===== config.mk =====
export PLATFORM = sky130hd
export DESIGN_NAME = data_mem_arbiter
export DESIGN_NICKNAME = d
export VERILOG_FILES = /design/src/rtl/data_mem_arbiter.sv
export SDC_FILE = /design/constraint.sdc
export NUM_CORES = 1
export LEC_CHECK = 0
export ABC_AREA = 1
export ABC_CLOCK_PERIOD_IN_PS = 3300
export CAP_MARGIN = 30
export CORE_AREA = 5 5 145 147
export DETAILED_ROUTE_END_ITERATION = 8
export DIE_AREA = 0 0 150 152
export PLACE_DENSITY = 0.75
export SYNTH_ARGS = -nofsm -noshare
export SYNTH_HDL_FRONTEND = slang
export SYNTH_SLANG_ARGS = --single-unit
export TNS_END_PERCENT = 50

===== constraint.sdc =====
create_clock -name clk -period 3.3 [get_ports clk]
set_clock_uncertainty 0.05 [all_clocks]
set_input_delay 0.495 -clock clk [delete_from_list [all_inputs] [get_ports clk]]
set_output_delay 0.495 -clock clk [all_outputs]
set_load 0.05 [all_outputs]

===== src/rtl/data_mem_arbiter.sv =====
`default_nettype none
// ============================================================================
// Module   : data_mem_arbiter
// Brief    : Round-robin arbiter/sequencer granting two load/store requesters
//            single-cycle access to the byte-addressed data memory.
// Revision : 1.0 - initial release
// ============================================================================
module data_mem_arbiter #(
  parameter int ADDR_W    = 32,
  parameter int MEM_BYTES = 1024
) (
  input  logic              clk,
  input  logic              rst,
  // requester A (core load/store port)
  input  logic              a_req,
  input  logic              a_we,
  input  logic [1:0]        a_size,
  input  logic              a_sext,
  input  logic [ADDR_W-1:0] a_addr,
  input  logic [31:0]       a_wdata,
  output logic              a_gnt,
  output logic              a_rvalid,
  output logic [31:0]       a_rdata,
  output logic              a_err,
  // requester B (debug/DMA port)
  input  logic              b_req,
  input  logic              b_we,
  input  logic [1:0]        b_size,
  input  logic              b_sext,
  input  logic [ADDR_W-1:0] b_addr,
  input  logic [31:0]       b_wdata,
  output logic              b_gnt,
  output logic              b_rvalid,
  output logic [31:0]       b_rdata,
  output logic              b_err,
  // memory side
  output logic              write_mem_4B,
  output logic              write_mem_2B,
  output logic              write_mem_1B,
  output logic              read_mem_4B,
  output logic              read_mem_2B,
  output logic              read_mem_1B,
  output logic              extension_mem,
  output logic [ADDR_W-1:0] address,
  output logic [31:0]       write_data,
  input  logic [31:0]       out_mem
);

  typedef enum logic [0:0] {
    ST_IDLE   = 1'b0,
    ST_ACCESS = 1'b1
  } state_t;

  localparam logic [1:0] c_size_byte = 2'b00;
  localparam logic [1:0] c_size_half = 2'b01;
  localparam logic [1:0] c_size_word = 2'b10;
  localparam logic [1:0] c_size_bad  = 2'b11;
  localparam logic       c_id_a      = 1'b0;
  localparam logic       c_id_b      = 1'b1;
  localparam logic [ADDR_W:0] c_mem_limit = (ADDR_W+1)'(MEM_BYTES);

  state_t r_state;
  state_t w_state_nxt;

  logic              r_last;
  logic              r_id;
  logic              r_we;
  logic [1:0]        r_size;
  logic              r_sext;
  logic [ADDR_W-1:0] r_addr;
  logic [31:0]       r_wdata;

  logic              r_a_rvalid;
  logic [31:0]       r_a_rdata;
  logic              r_a_err;
  logic              r_b_rvalid;
  logic [31:0]       r_b_rdata;
  logic              r_b_err;

  logic              w_idle;
  logic              w_grant;
  logic              w_pick_b;
  logic [ADDR_W:0]   w_nbytes;
  logic [ADDR_W:0]   w_end;
  logic              w_err;
  logic [31:0]       w_rdata_nxt;

  // ---------------------------------------------------------------------------
  // Arbitration: a lone requester wins; on contention the one not granted last.
  // Grants are masked while reset is asserted so every output reads 0 then.
  // ---------------------------------------------------------------------------
  assign w_idle   = (r_state == ST_IDLE) && rst;
  assign w_pick_b = b_req && (!a_req || (r_last == c_id_a));
  assign w_grant  = w_idle && (a_req || b_req);
  assign a_gnt    = w_grant && !w_pick_b;
  assign b_gnt    = w_grant && w_pick_b;

  always_ff @(posedge clk or negedge rst) begin
    if (!rst) begin
      r_state <= ST_IDLE;
    end else begin
      r_state <= w_state_nxt;
    end
  end

  always_ff @(posedge clk or negedge rst) begin
    if (!rst) begin
      r_last  <= c_id_b;
      r_id    <= c_id_a;
      r_we    <= 1'b0;
      r_size  <= c_size_byte;
      r_sext  <= 1'b0;
      r_addr  <= '0;
      r_wdata <= '0;
    end else if (w_grant) begin
      r_last  <= w_pick_b;
      r_id    <= w_pick_b;
      r_we    <= w_pick_b ? b_we    : a_we;
      r_size  <= w_pick_b ? b_size  : a_size;
      r_sext  <= w_pick_b ? b_sext  : a_sext;
      r_addr  <= w_pick_b ? b_addr  : a_addr;
      r_wdata <= w_pick_b ? b_wdata : a_wdata;
    end
  end

  // ---------------------------------------------------------------------------
  // Error check on the latched request; the end address carries one extra bit
  // so an access near the top of the address space cannot wrap into range.
  // ---------------------------------------------------------------------------
  always_comb begin
    w_nbytes = (ADDR_W+1)'(4);
    case (r_size)
      c_size_byte: w_nbytes = (ADDR_W+1)'(1);
      c_size_half: w_nbytes = (ADDR_W+1)'(2);
      default:     w_nbytes = (ADDR_W+1)'(4);
    endcase
  end

  assign w_end = {1'b0, r_addr} + w_nbytes;
  assign w_err = (r_size == c_size_bad)
              || ((r_size == c_size_half) && r_addr[0])
              || ((r_size == c_size_word) && (r_addr[1:0] != 2'b00))
              || (w_end > c_mem_limit);

  // ---------------------------------------------------------------------------
  // Next state and memory-side outputs
  // ---------------------------------------------------------------------------
  always_comb begin
    w_state_nxt   = r_state;
    write_mem_4B  = 1'b0;
    write_mem_2B  = 1'b0;
    write_mem_1B  = 1'b0;
    read_mem_4B   = 1'b0;
    read_mem_2B   = 1'b0;
    read_mem_1B   = 1'b0;
    extension_mem = 1'b0;
    address       = '0;
    write_data    = '0;
    case (r_state)
      ST_IDLE: begin
        if (w_grant) begin
          w_state_nxt = ST_ACCESS;
        end
      end
      ST_ACCESS: begin
        w_state_nxt = ST_IDLE;
        address     = r_addr;
        write_data  = r_wdata;
        if (!w_err) begin
          extension_mem = !r_we && r_sext;
          case (r_size)
            c_size_byte: begin
              write_mem_1B = r_we;
              read_mem_1B  = !r_we;
            end
            c_size_half: begin
              write_mem_2B = r_we;
              read_mem_2B  = !r_we;
            end
            default: begin
              write_mem_4B = r_we;
              read_mem_4B  = !r_we;
            end
          endcase
        end
      end
      default: begin
        w_state_nxt = ST_IDLE;
      end
    endcase
  end

  // ---------------------------------------------------------------------------
  // Completion: rvalid pulses for one cycle, rdata/err hold until the next
  // completion for the same requester.
  // ---------------------------------------------------------------------------
  assign w_rdata_nxt = (!r_we && !w_err) ? out_mem : 32'h0000_0000;

  always_ff @(posedge clk or negedge rst) begin
    if (!rst) begin
      r_a_rvalid <= 1'b0;
      r_a_rdata  <= '0;
      r_a_err    <= 1'b0;
      r_b_rvalid <= 1'b0;
      r_b_rdata  <= '0;
      r_b_err    <= 1'b0;
    end else begin
      r_a_rvalid <= 1'b0;
      r_b_rvalid <= 1'b0;
      if (r_state == ST_ACCESS) begin
        if (r_id == c_id_a) begin
          r_a_rvalid <= 1'b1;
          r_a_rdata  <= w_rdata_nxt;
          r_a_err    <= w_err;
        end else begin
          r_b_rvalid <= 1'b1;
          r_b_rdata  <= w_rdata_nxt;
          r_b_err    <= w_err;
        end
      end
    end
  end

  assign a_rvalid = r_a_rvalid;
  assign a_rdata  = r_a_rdata;
  assign a_err    = r_a_err;
  assign b_rvalid = r_b_rvalid;
  assign b_rdata  = r_b_rdata;
  assign b_err    = r_b_err;

endmodule
`default_nettype wire


==> impl_metrics.py, run 1 <==
metrics = {
    "cts": {
        "clkTransAtPathRegs_ns": 0.07,
        "cts_made_buffers": 17,
        "tritoncts": "yes",
        "root_buffer": "clkbuf_16",
        "clk_latency_ns": 0.42,
        "cts_max_level": 4,
        "cts_hold_buffers": 0,
        "cts.path.max_buffers": 2,
        "cts_sinks": 139,
    },
    "power": {
        "finalPower_mw": 5.998,
        "p_per_area_mw_per_mm2": 494.8,
        "max-vdd-ir-drop_v": 0.0003216,
        "leakage_nw": 6.064,
    },
    "place": {
        "io_buffers": 312,
        "placed_area_mm2": 0.01127,
        "dp_worst_setup_slack_ns": -0.04198,
        "place.gp.congestion": 0.9976,
        "hpwl_mm": 20.51,
    },
    "sta": {
        "setup_viol": 7,
        "max_freq_mhz": 267.5,
        "hold_ws_ns": 0.09939,
        "worst_pin_slew_ns": 0.8389,
        "period_needed_ns": 3.738,
        "finalCritPeriodShare": 1.133,
        "hold_viol": 0,
        "rsz0062_at_grt": "true",
        "slew_viol_final": 0,
        "max_slew_margin": 0.4407,
        "finalWorstSetupSlack_ns": -0.4377,
    },
    "floorplanning": {
        "die-width_um": 150,
        "rows": 52,
        "start_util": 0.3872,
        "dieHeight_um": 152,
        "die_area_mm2": 0.02280,
        "fp.coreArea_mm2": 0.01978,
        "io_pins": 313,
    },
    "setup_path": {
        "rr_endpoint": "a_rdata[12]$_DFFE_PN0P_",
        "crit_fanout": 4,
        "r2r-start": "r_size[1]$_DFFE_PN0P_",
        "crit_start": "r_size[1]$_DFFE_PN0P_",
        "path_class": "flop to primary output",
        "crit_arrival_ns": 3.19,
        "worstPathRequired_ns": 2.75,
        "rrSetupSlack_ns": 0.17,
        "critPathLaunchType": "flop",
        "reg2reg_depth": 17,
        "cp-end-kind": "primary output",
    },
    "finish": {
        "final_common_cell": "nand2_1",
        "synthToLayoutAreaGrowth_pct": 58.29,
        "nNetsFinal": 1574,
        "n_fill_cell": 1782,
        "layout_common_cells": "495 x nand2_1, 302 x clkdlybuf4s50_1, 137 x dfrtp_1, 101 x inv_1, 73 x nand4_1",
        "final_cell_area_mm2": 0.01212,
        "diodes": 0,
        "layout-drive-gt1-share": 0.09639,
    },
    "global_routing": {
        "first_global_vias": 8357,
        "grt_antenna_before_repair": 2,
        "gr-total-overflow": 0,
        "grt_pass1_wl_mm": 45.75,
        "track_usage": 0.2515,
        "grt_max_degree": 140,
    },
    "run_status": {
        "status": "complete, but fails checks",
        "violations": "setup timing",
    },
    "synthesis": {
        "synth_edf_count": 0,
        "yosysUniqueCellTypes": 36,
        "async_flop_share": 1.000,
        "synth_area_mm2": 0.007659,
        "synth_fp_nets": 1263,
        "synth_top_flop_cell": "dfrtp_1",
        "synth_seq_cells": 139,
        "post_synth.cell_area_avg_um2": 7.046,
        "netlist_instances": 1087,
        "ys_seq_area_frac": 0.4543,
        "yosysWarnings": 0,
    },
    "routing": {
        "viasPerCell": 5.010,
        "wirelength_mm": 28.49,
        "wl_per_cell_um": 16.95,
        "drc": 0,
        "drtPass1Iterations": 5,
        "antenna_left": 0,
        "drtIter0Drc": 585,
        "via_count": 8422,
    },
    "run": {
        "drv_cap": 0,
    },
    "min_path": {
        "hold_class": "input pin to asynchronous set/reset pin",
    },
}
-- cell type report --
cell class	instances	area [µm²]	share of cell area
Timing Repair Buffer	347	3526	0.2908
Tap cell	270	337.8	0.02787
Clock buffer	17	425.4	0.03509
Inverter	113	424.2	0.03499
Multi-Input combinational cell	780	3710	0.3060
Clock inverter	15	219.0	0.01806
Sequential cell	139	3481	0.2871
-- cells by family after synthesis --
family	share of synthesized area
and+or+nand+nor	0.4168
buffers and inverters	0.08838
DFF	0.4543
AOI/OAI and AO/OA	0.03071
adders and majority gates	0.007516
xor gates and xnor gates	0.002288
-- timing repair --
item / CTS / global route
setup buffers: 5 / 3
endpoints found under the setup margin: 7 / 73
gates cloned: 1 / 0
pin swaps: 4 / 4
gates resized for setup: 23 / 8
-- synth_stat cells, types with 2 or more instances --
library cell	number	share of area
a21oi_1	4	0.0026
a22oi_1	19	0.019
buf_1	7	0.0034
buf_2	7	0.0046
buf_6	3	0.0044
clkbuf_1	38	0.019
clkinv_1	3	0.0015
dfrtp_1	138	0.45
ha_1	3	0.0049
inv_1	103	0.050
inv_2	7	0.0034
nand2_1	502	0.25
nand2_2	5	0.0041
nand3_1	72	0.047
nand3_2	3	0.0039
nand3b_1	9	0.0088
nand4_1	73	0.060
nor2_1	55	0.027
nor2_2	6	0.0049
nor2_4	2	0.0029
nor3_1	2	0.0013
nor3_2	4	0.0052
nor4_1	3	0.0025
o21ai_0	4	0.0026
o21ai_1	3	0.0020
o21bai_1	2	0.0020
-- sequential cells by signal, summed over array words and instances, names as in the netlist --
name / count
a_rdata: 32
r_state: 1
b_rvalid: 1
b_rdata: 32
b_err: 1
r_addr: 32
r_sext: 1
r_we: 1
r_wdata: 32
r_id: 1
a_err: 1
r_size: 2
a_rvalid: 1
r_last: 1
-- layer usage --
layer  vias to the layer above  wire [µm]  GRT usage
li1                       4060          -          -
met1                      3959      11410     0.3148
met2                       337      14070     0.4200
met3                        62       2129    0.06256
met4                         4        852    0.09150
met5                         -         26          0
-- worst max-delay path by stage --
stage                   end  slack [ns]  cells past startpoint
2_1_floorplan  write_mem_1B       -0.24                     13
5_1_grt         read_mem_1B       -0.60                     16
3_5_place_dp   write_mem_1B       -0.04                     17
3_3_place_gp   write_mem_1B      -0.001                     15
4_1_cts        write_mem_2B       -0.39                     15
6_report        read_mem_1B       -0.44                     16
-- through the flow --
stage            TNS, ns  instances    util
5_1_grt           -4.015       1681  0.6129
2_1_floorplan     -1.312       1087       -
3_3_place_gp   -0.001457       1640  0.5699
3_5_place_dp     -0.1794       1640  0.5699
6_report          -2.698       1681  0.6129
4_1_cts           -2.531       1678  0.6104
-- where the power goes --
group	internal, mW	total [mW]	switching [mW]
clock network	1.23	2.09	0.860
logic	0.683	1.76	1.08
registers	1.90	2.14	0.240
total	3.82	6.00	2.18
-- worst max-delay path, stage by stage (launching register included) --
cell and delay [ns]:
dfrtp_1 0.41, nor2_2 0.15, ha_2 0.21, fa_2 0.43, or2_4 0.26, nor2_2 0.10
nand2_1 0.05, nor2_1 0.09, nand2_1 0.06, nor2_1 0.09, nand2_1 0.07, a21oi_2 0.13
nand2_2 0.13, nor2_4 0.14, nand2_4 0.11, nor3_4 0.21, buf_12 0.16
No activity file was read; power rests on OpenSTA's default activity.
==> run 2, diff against run 1 <==
- SKIP_CTS_REPAIR_TIMING: unset -> 1
==> run 2 against run 1 <==
The flow still finishes with violations (setup timing). Die area unchanged. Clock power is essentially flat. First-iteration DRC count fell by 7.4%. Design area up 0.68%. Wire length shrank 0.26%. Power up 0.96%. Global-route usage shrank 0.29 points. Hold slack improved by 0.0037 ns. Critical path type unchanged. Highest routed layer unchanged.
==> impl_metrics.py, run 2 (synthesis results as in run 1) <==
metrics = {
    "run_status": {
        "status": "complete, but fails checks",
        "violations": "setup timing",
    },
    "place": {
        "io_buffers": 312,
        "hpwl_mm": 20.51,
        "dp_worst_setup_slack_ns": -0.04198,
        "placed_area_mm2": 0.01127,
        "place.gp.congestion": 0.9976,
    },
    "finish": {
        "n_fill_cell": 1774,
        "diodes": 0,
        "synthToLayoutAreaGrowth_pct": 59.37,
        "final_cell_area_mm2": 0.01221,
        "final_core_util": 0.6171,
        "final_common_cell": "nand2_1",
        "multiInputGateArea_mm2": 0.003792,
        "ff_latch_area_mm2": 0.003481,
        "layout-drive-gt1-share": 0.1027,
        "layout_common_cells": "492 x nand2_1, 302 x clkdlybuf4s50_1, 137 x dfrtp_1, 101 x inv_1, 73 x nand4_1",
        "nNetsFinal": 1575,
    },
    "floorplanning": {
        "die_area_mm2": 0.02280,
        "dieHeight_um": 152,
        "start_util": 0.3872,
        "fp.coreArea_mm2": 0.01978,
        "die-width_um": 150,
        "io_pins": 313,
        "rows": 52,
    },
    "setup_path": {
        "path_class": "flop to primary output",
        "critPathLaunchType": "flop",
        "cp-end-kind": "primary output",
        "rr_endpoint": "a_rdata[20]$_DFFE_PN0P_",
        "max_stage_delay_ns": 0.42,
        "worstPathRequired_ns": 2.75,
        "reg2reg_depth": 16,
        "crit_top_cell": "nand2_1",
        "crit_arrival_ns": 3.13,
        "rrSetupSlack_ns": 0.11,
        "crit_fanout": 4,
        "cp_cell_sequence": "nor2_2, ha_4, fa_2, or2_4, nor2_2, nand2_1, nor2_1, nand2_1, nor2_1, nand2_1, a21oi_2, nand2_2, nor2_4, nand2_4, nor3_4, buf_12",
        "r2r-start": "r_size[0]$_DFFE_PN0P_",
        "cpMaxStageDelayCell": "fa_2",
    },
    "power": {
        "p_per_area_mw_per_mm2": 496.1,
        "max-vdd-ir-drop_v": 0.0003228,
        "leakage_nw": 6.096,
        "finalPower_mw": 6.056,
    },
    "global_routing": {
        "met1_usage": 0.3082,
        "grt_pass1_wl_mm": 45.20,
        "grt_max_degree": 140,
        "top_usage_layer": "met2",
        "grt_antenna_before_repair": 2,
        "use_met2": 0.4172,
        "gr-total-overflow": 0,
        "grtUsageMet3": 0.06643,
        "track_usage": 0.2486,
        "first_global_vias": 8253,
    },
    "run": {
        "drv_cap": 0,
    },
    "sta": {
        "finalCritPeriodShare": 1.114,
        "rsz0062_at_grt": "true",
        "fin_tns_setup_ns": -2.240,
        "max_slew_margin": 0.4384,
        "max_freq_mhz": 271.9,
        "finalWorstSetupSlack_ns": -0.3773,
        "worst_pin_slew_ns": 0.8425,
        "slew_viol_final": 0,
        "setup_viol": 7,
        "period_needed_ns": 3.677,
        "hold_viol": 0,
    },
    "routing": {
        "drc": 0,
        "drtPass1Iterations": 5,
        "wirelength_mm": 28.41,
        "wl_per_cell_um": 16.89,
        "antenna_left": 0,
        "viasPerCell": 5.008,
        "drtIter0Drc": 542,
        "via_count": 8424,
    },
    "cts": {
        "tritoncts": "yes",
        "cts_sinks": 139,
        "clk_latency_ns": 0.42,
        "root_buffer": "clkbuf_16",
        "cts.path.max_buffers": 2,
        "cts_max_level": 4,
        "clkTransAtPathRegs_ns": 0.07,
        "cts_made_buffers": 17,
    },
    "min_path": {
        "hold_class": "input pin to asynchronous set/reset pin",
    },
}
## run 2: cell type report
class | count | area share
flip-flops and latches | 139 | 0.2852
repair buffers | 348 | 0.2889
clock inverters | 15 | 0.01794
multi-input cells | 780 | 0.3107
clock buffers | 17 | 0.03485
inverters | 113 | 0.03475
well taps | 270 | 0.02768
## run 2: worst max path at each step
stage                   end  depth (start not counted)                   from
3_5_place_dp   write_mem_1B                         17  r_size[1]$_DFFE_PN0P_
3_3_place_gp   write_mem_1B                         15  r_size[1]$_DFFE_PN0P_
2_1_floorplan  write_mem_1B                         13  r_size[1]$_DFFE_PN0P_
5_1_grt         read_mem_4B                         16  r_size[0]$_DFFE_PN0P_
6_report        read_mem_4B                         16  r_size[0]$_DFFE_PN0P_
4_1_cts        write_mem_1B                         17  r_size[1]$_DFFE_PN0P_
## run 2: routing by layer
metal | routed length, µm | vias up
met5 | 26 | -
met4 | 768 | 4
met3 | 2086 | 54
met2 | 14190 | 338
met1 | 11340 | 3959
li1 | - | 4069
## run 2: worst max-delay path, delay by kind of cell (launching register included)
family	cells	cell delay (ns)
flip-flops	1	0.41
AND/OR/NAND/NOR	12	1.39
AO/OA/AOI/OAI	1	0.14
adder cells (fa/ha/maj)	2	0.59
buffers and inverters	1	0.16
## run 2: metrics by stage
stage	hold slack, ns	cells
floorplan	0.1494	1087
global placement	0.4120	1640
detailed placement	0.4159	1640
CTS	0.2027	1672
global route	0.2421	1682
finish	0.1031	1682
## run 2: power by group
part / leakage (nW) / switching [mW] / total, mW / internal (mW)
combinational: 3.96 / 1.10 / 1.82 / 0.714
sequential: 1.82 / 0.242 / 2.14 / 1.90
clock: 0.313 / 0.861 / 2.10 / 1.23
==> run 3, diff against run 2 <==
- DONT_BUFFER_PORTS: unset -> 1
- PLACE_DENSITY: 0.75 -> 0.54
==> run 3 against run 2 <==
The run ends with hold timing, setup timing left. Hold slack lost 0.39 ns. Register-to-register slack got worse by 0.04 ns. Largest power group unchanged. Setup slack worse by 0.031 ns. Largest cell class unchanged. Design area is 27% lower. Non-clock buffer count down 306. Clock power is 7% lower. Sequential power increased by 5%.
==> impl_metrics.py, run 3 (synthesis results as in run 1) <==
metrics = {
    "run_status": {
        "status": "complete, but fails checks",
        "violations": "hold timing, setup timing",
    },
    "sta": {
        "max_freq_mhz": 269.7,
        "rsz0062_at_grt": "true",
        "period_needed_ns": 3.708,
        "hold_ws_ns": -0.2865,
        "finalWorstSetupSlack_ns": -0.4079,
        "finalCritPeriodShare": 1.124,
        "hold_viol": 139,
        "max_slew_margin": 0.5555,
        "slew_viol_final": 0,
        "setup_viol": 7,
        "worst_pin_slew_ns": 0.6667,
        "fin_tns_setup_ns": -2.596,
    },
    "power": {
        "p_per_area_mw_per_mm2": 607.0,
        "finalPower_mw": 5.373,
        "leakage_nw": 4.864,
        "max-vdd-ir-drop_v": 0.0003423,
    },
    "routing": {
        "wirelength_mm": 25.88,
        "viasPerCell": 5.208,
        "antenna_left": 0,
        "drtIter0Drc": 430,
        "drc": 0,
        "drtPass1Iterations": 7,
        "via_count": 7161,
        "wl_per_cell_um": 18.82,
    },
    "global_routing": {
        "track_usage": 0.2236,
        "grt_antenna_before_repair": 1,
        "grtUsageMet3": 0.07834,
        "first_global_vias": 6940,
        "grt_max_degree": 141,
        "met1_usage": 0.2926,
        "top_usage_layer": "met2",
        "gr-total-overflow": 0,
        "use_met2": 0.3464,
        "grt_pass1_wl_mm": 39.88,
    },
    "floorplanning": {
        "dieHeight_um": 152,
        "io_pins": 313,
        "start_util": 0.3872,
        "rows": 52,
        "die_area_mm2": 0.02280,
        "die-width_um": 150,
        "fp.coreArea_mm2": 0.01978,
    },
    "cts": {
        "tritoncts": "yes",
        "root_buffer": "clkbuf_16",
        "cts_max_level": 4,
        "clkTransAtPathRegs_ns": 0.07,
        "clk_latency_ns": 0.42,
        "cts.path.max_buffers": 2,
        "cts_made_buffers": 17,
        "cts_sinks": 139,
    },
    "setup_path": {
        "max_stage_delay_ns": 0.45,
        "r2r-start": "r_size[0]$_DFFE_PN0P_",
        "crit_top_cell": "nand2_1",
        "crit_fanout": 4,
        "critPathLaunchType": "flop",
        "cpMaxStageDelayCell": "fa_1",
        "path_class": "flop to primary output",
        "worstPathRequired_ns": 2.75,
        "reg2reg_depth": 17,
        "cp_cell_sequence": "nor2_2, ha_2, fa_1, nand2_1, nand2_1, nand3_2, inv_2, nand3b_1, nand2_1, nor2_1, nand2_1, nor2_1, nand2_2, nor2_4, nand2_4, nor3_4, buf_12",
        "crit_arrival_ns": 3.16,
        "crit_start": "r_size[0]$_DFFE_PN0P_",
        "cp-end-kind": "primary output",
    },
    "finish": {
        "diodes": 0,
        "layout_common_cells": "496 x nand2_1, 137 x dfrtp_1, 101 x inv_1, 73 x nand4_1, 72 x nand3_1",
        "layout-drive-gt1-share": 0.1113,
        "synthToLayoutAreaGrowth_pct": 15.59,
        "final_common_cell": "nand2_1",
        "final_core_util": 0.4476,
        "n_fill_cell": 2107,
        "nNetsFinal": 1268,
    },
    "place": {
        "place.gp.congestion": 0.9209,
        "hpwl_mm": 18.76,
        "dp_worst_setup_slack_ns": -0.02723,
        "io_buffers": 0,
    },
    "min_path": {
        "hold_class": "input pin to asynchronous set/reset pin",
    },
    "run": {
        "drv_cap": 0,
    },
}
==> run 3: layout make-up <==
class                      instances  area [µm²]  area share
multi-input combinational        779        3608      0.4076
sequential                       139        3481      0.3932
clock buffer                      17       425.4     0.04806
inverter                         113       424.2     0.04792
timing repair buffer              42       410.4     0.04636
tap                              270       337.8     0.03816
clock inverter                    15       165.2     0.01866
==> run 3: per-stage QoR <==
step	hold WS, ns	instance area, µm²	cells
after CTS	-0.3074	8803	1373
final	-0.2865	8852	1375
after detailed placement	0.1531	8213	1341
after global placement	0.1524	8185	1340
after global routing	-0.3218	8852	1375
after floorplan	0.1494	7721	1087
==> run 3: per-layer routing <==
metal  vias to the layer above  wire length (µm)
met4                         2               660
li1                       3447                 -
met5                         -                 9
met2                       289             12190
met1                      3379             10820
met3                        44              2201
==> run 3: path summary, 6_finish.rpt <==
path | end | slack [ns]
setup / recovery | read_mem_1B | -0.41
hold / removal | b_rdata[21]$_DFFE_PN0P_ | -0.29
setup reg to reg | b_rdata[15]$_DFFE_PN0P_ | 0.07
hold reg to reg | r_last$_DFFE_PN1P_ | 0.42
max in group asynchronous | r_last$_DFFE_PN1P_ | 3.25
min in group clk | r_wdata[0]$_DFFE_PN0P_ | 0.13
==> run 3: power by group <==
part	switching (mW)	leakage, nW	internal, mW	total (mW)
Combinational	0.836	2.75	0.336	1.17
Sequential	0.352	1.82	1.90	2.25
Clock	0.870	0.290	1.08	1.95
Total	2.06	4.86	3.32	5.37
==> run 3: worst max-delay path: cells and delay by family (launching register included) <==
| kind | cells | cell delay (ns) |
|---|---|---|
| flops | 1 | 0.41 |
| simple gates | 13 | 1.49 |
| fa+ha+maj | 2 | 0.64 |
| buf+inv | 2 | 0.21 |
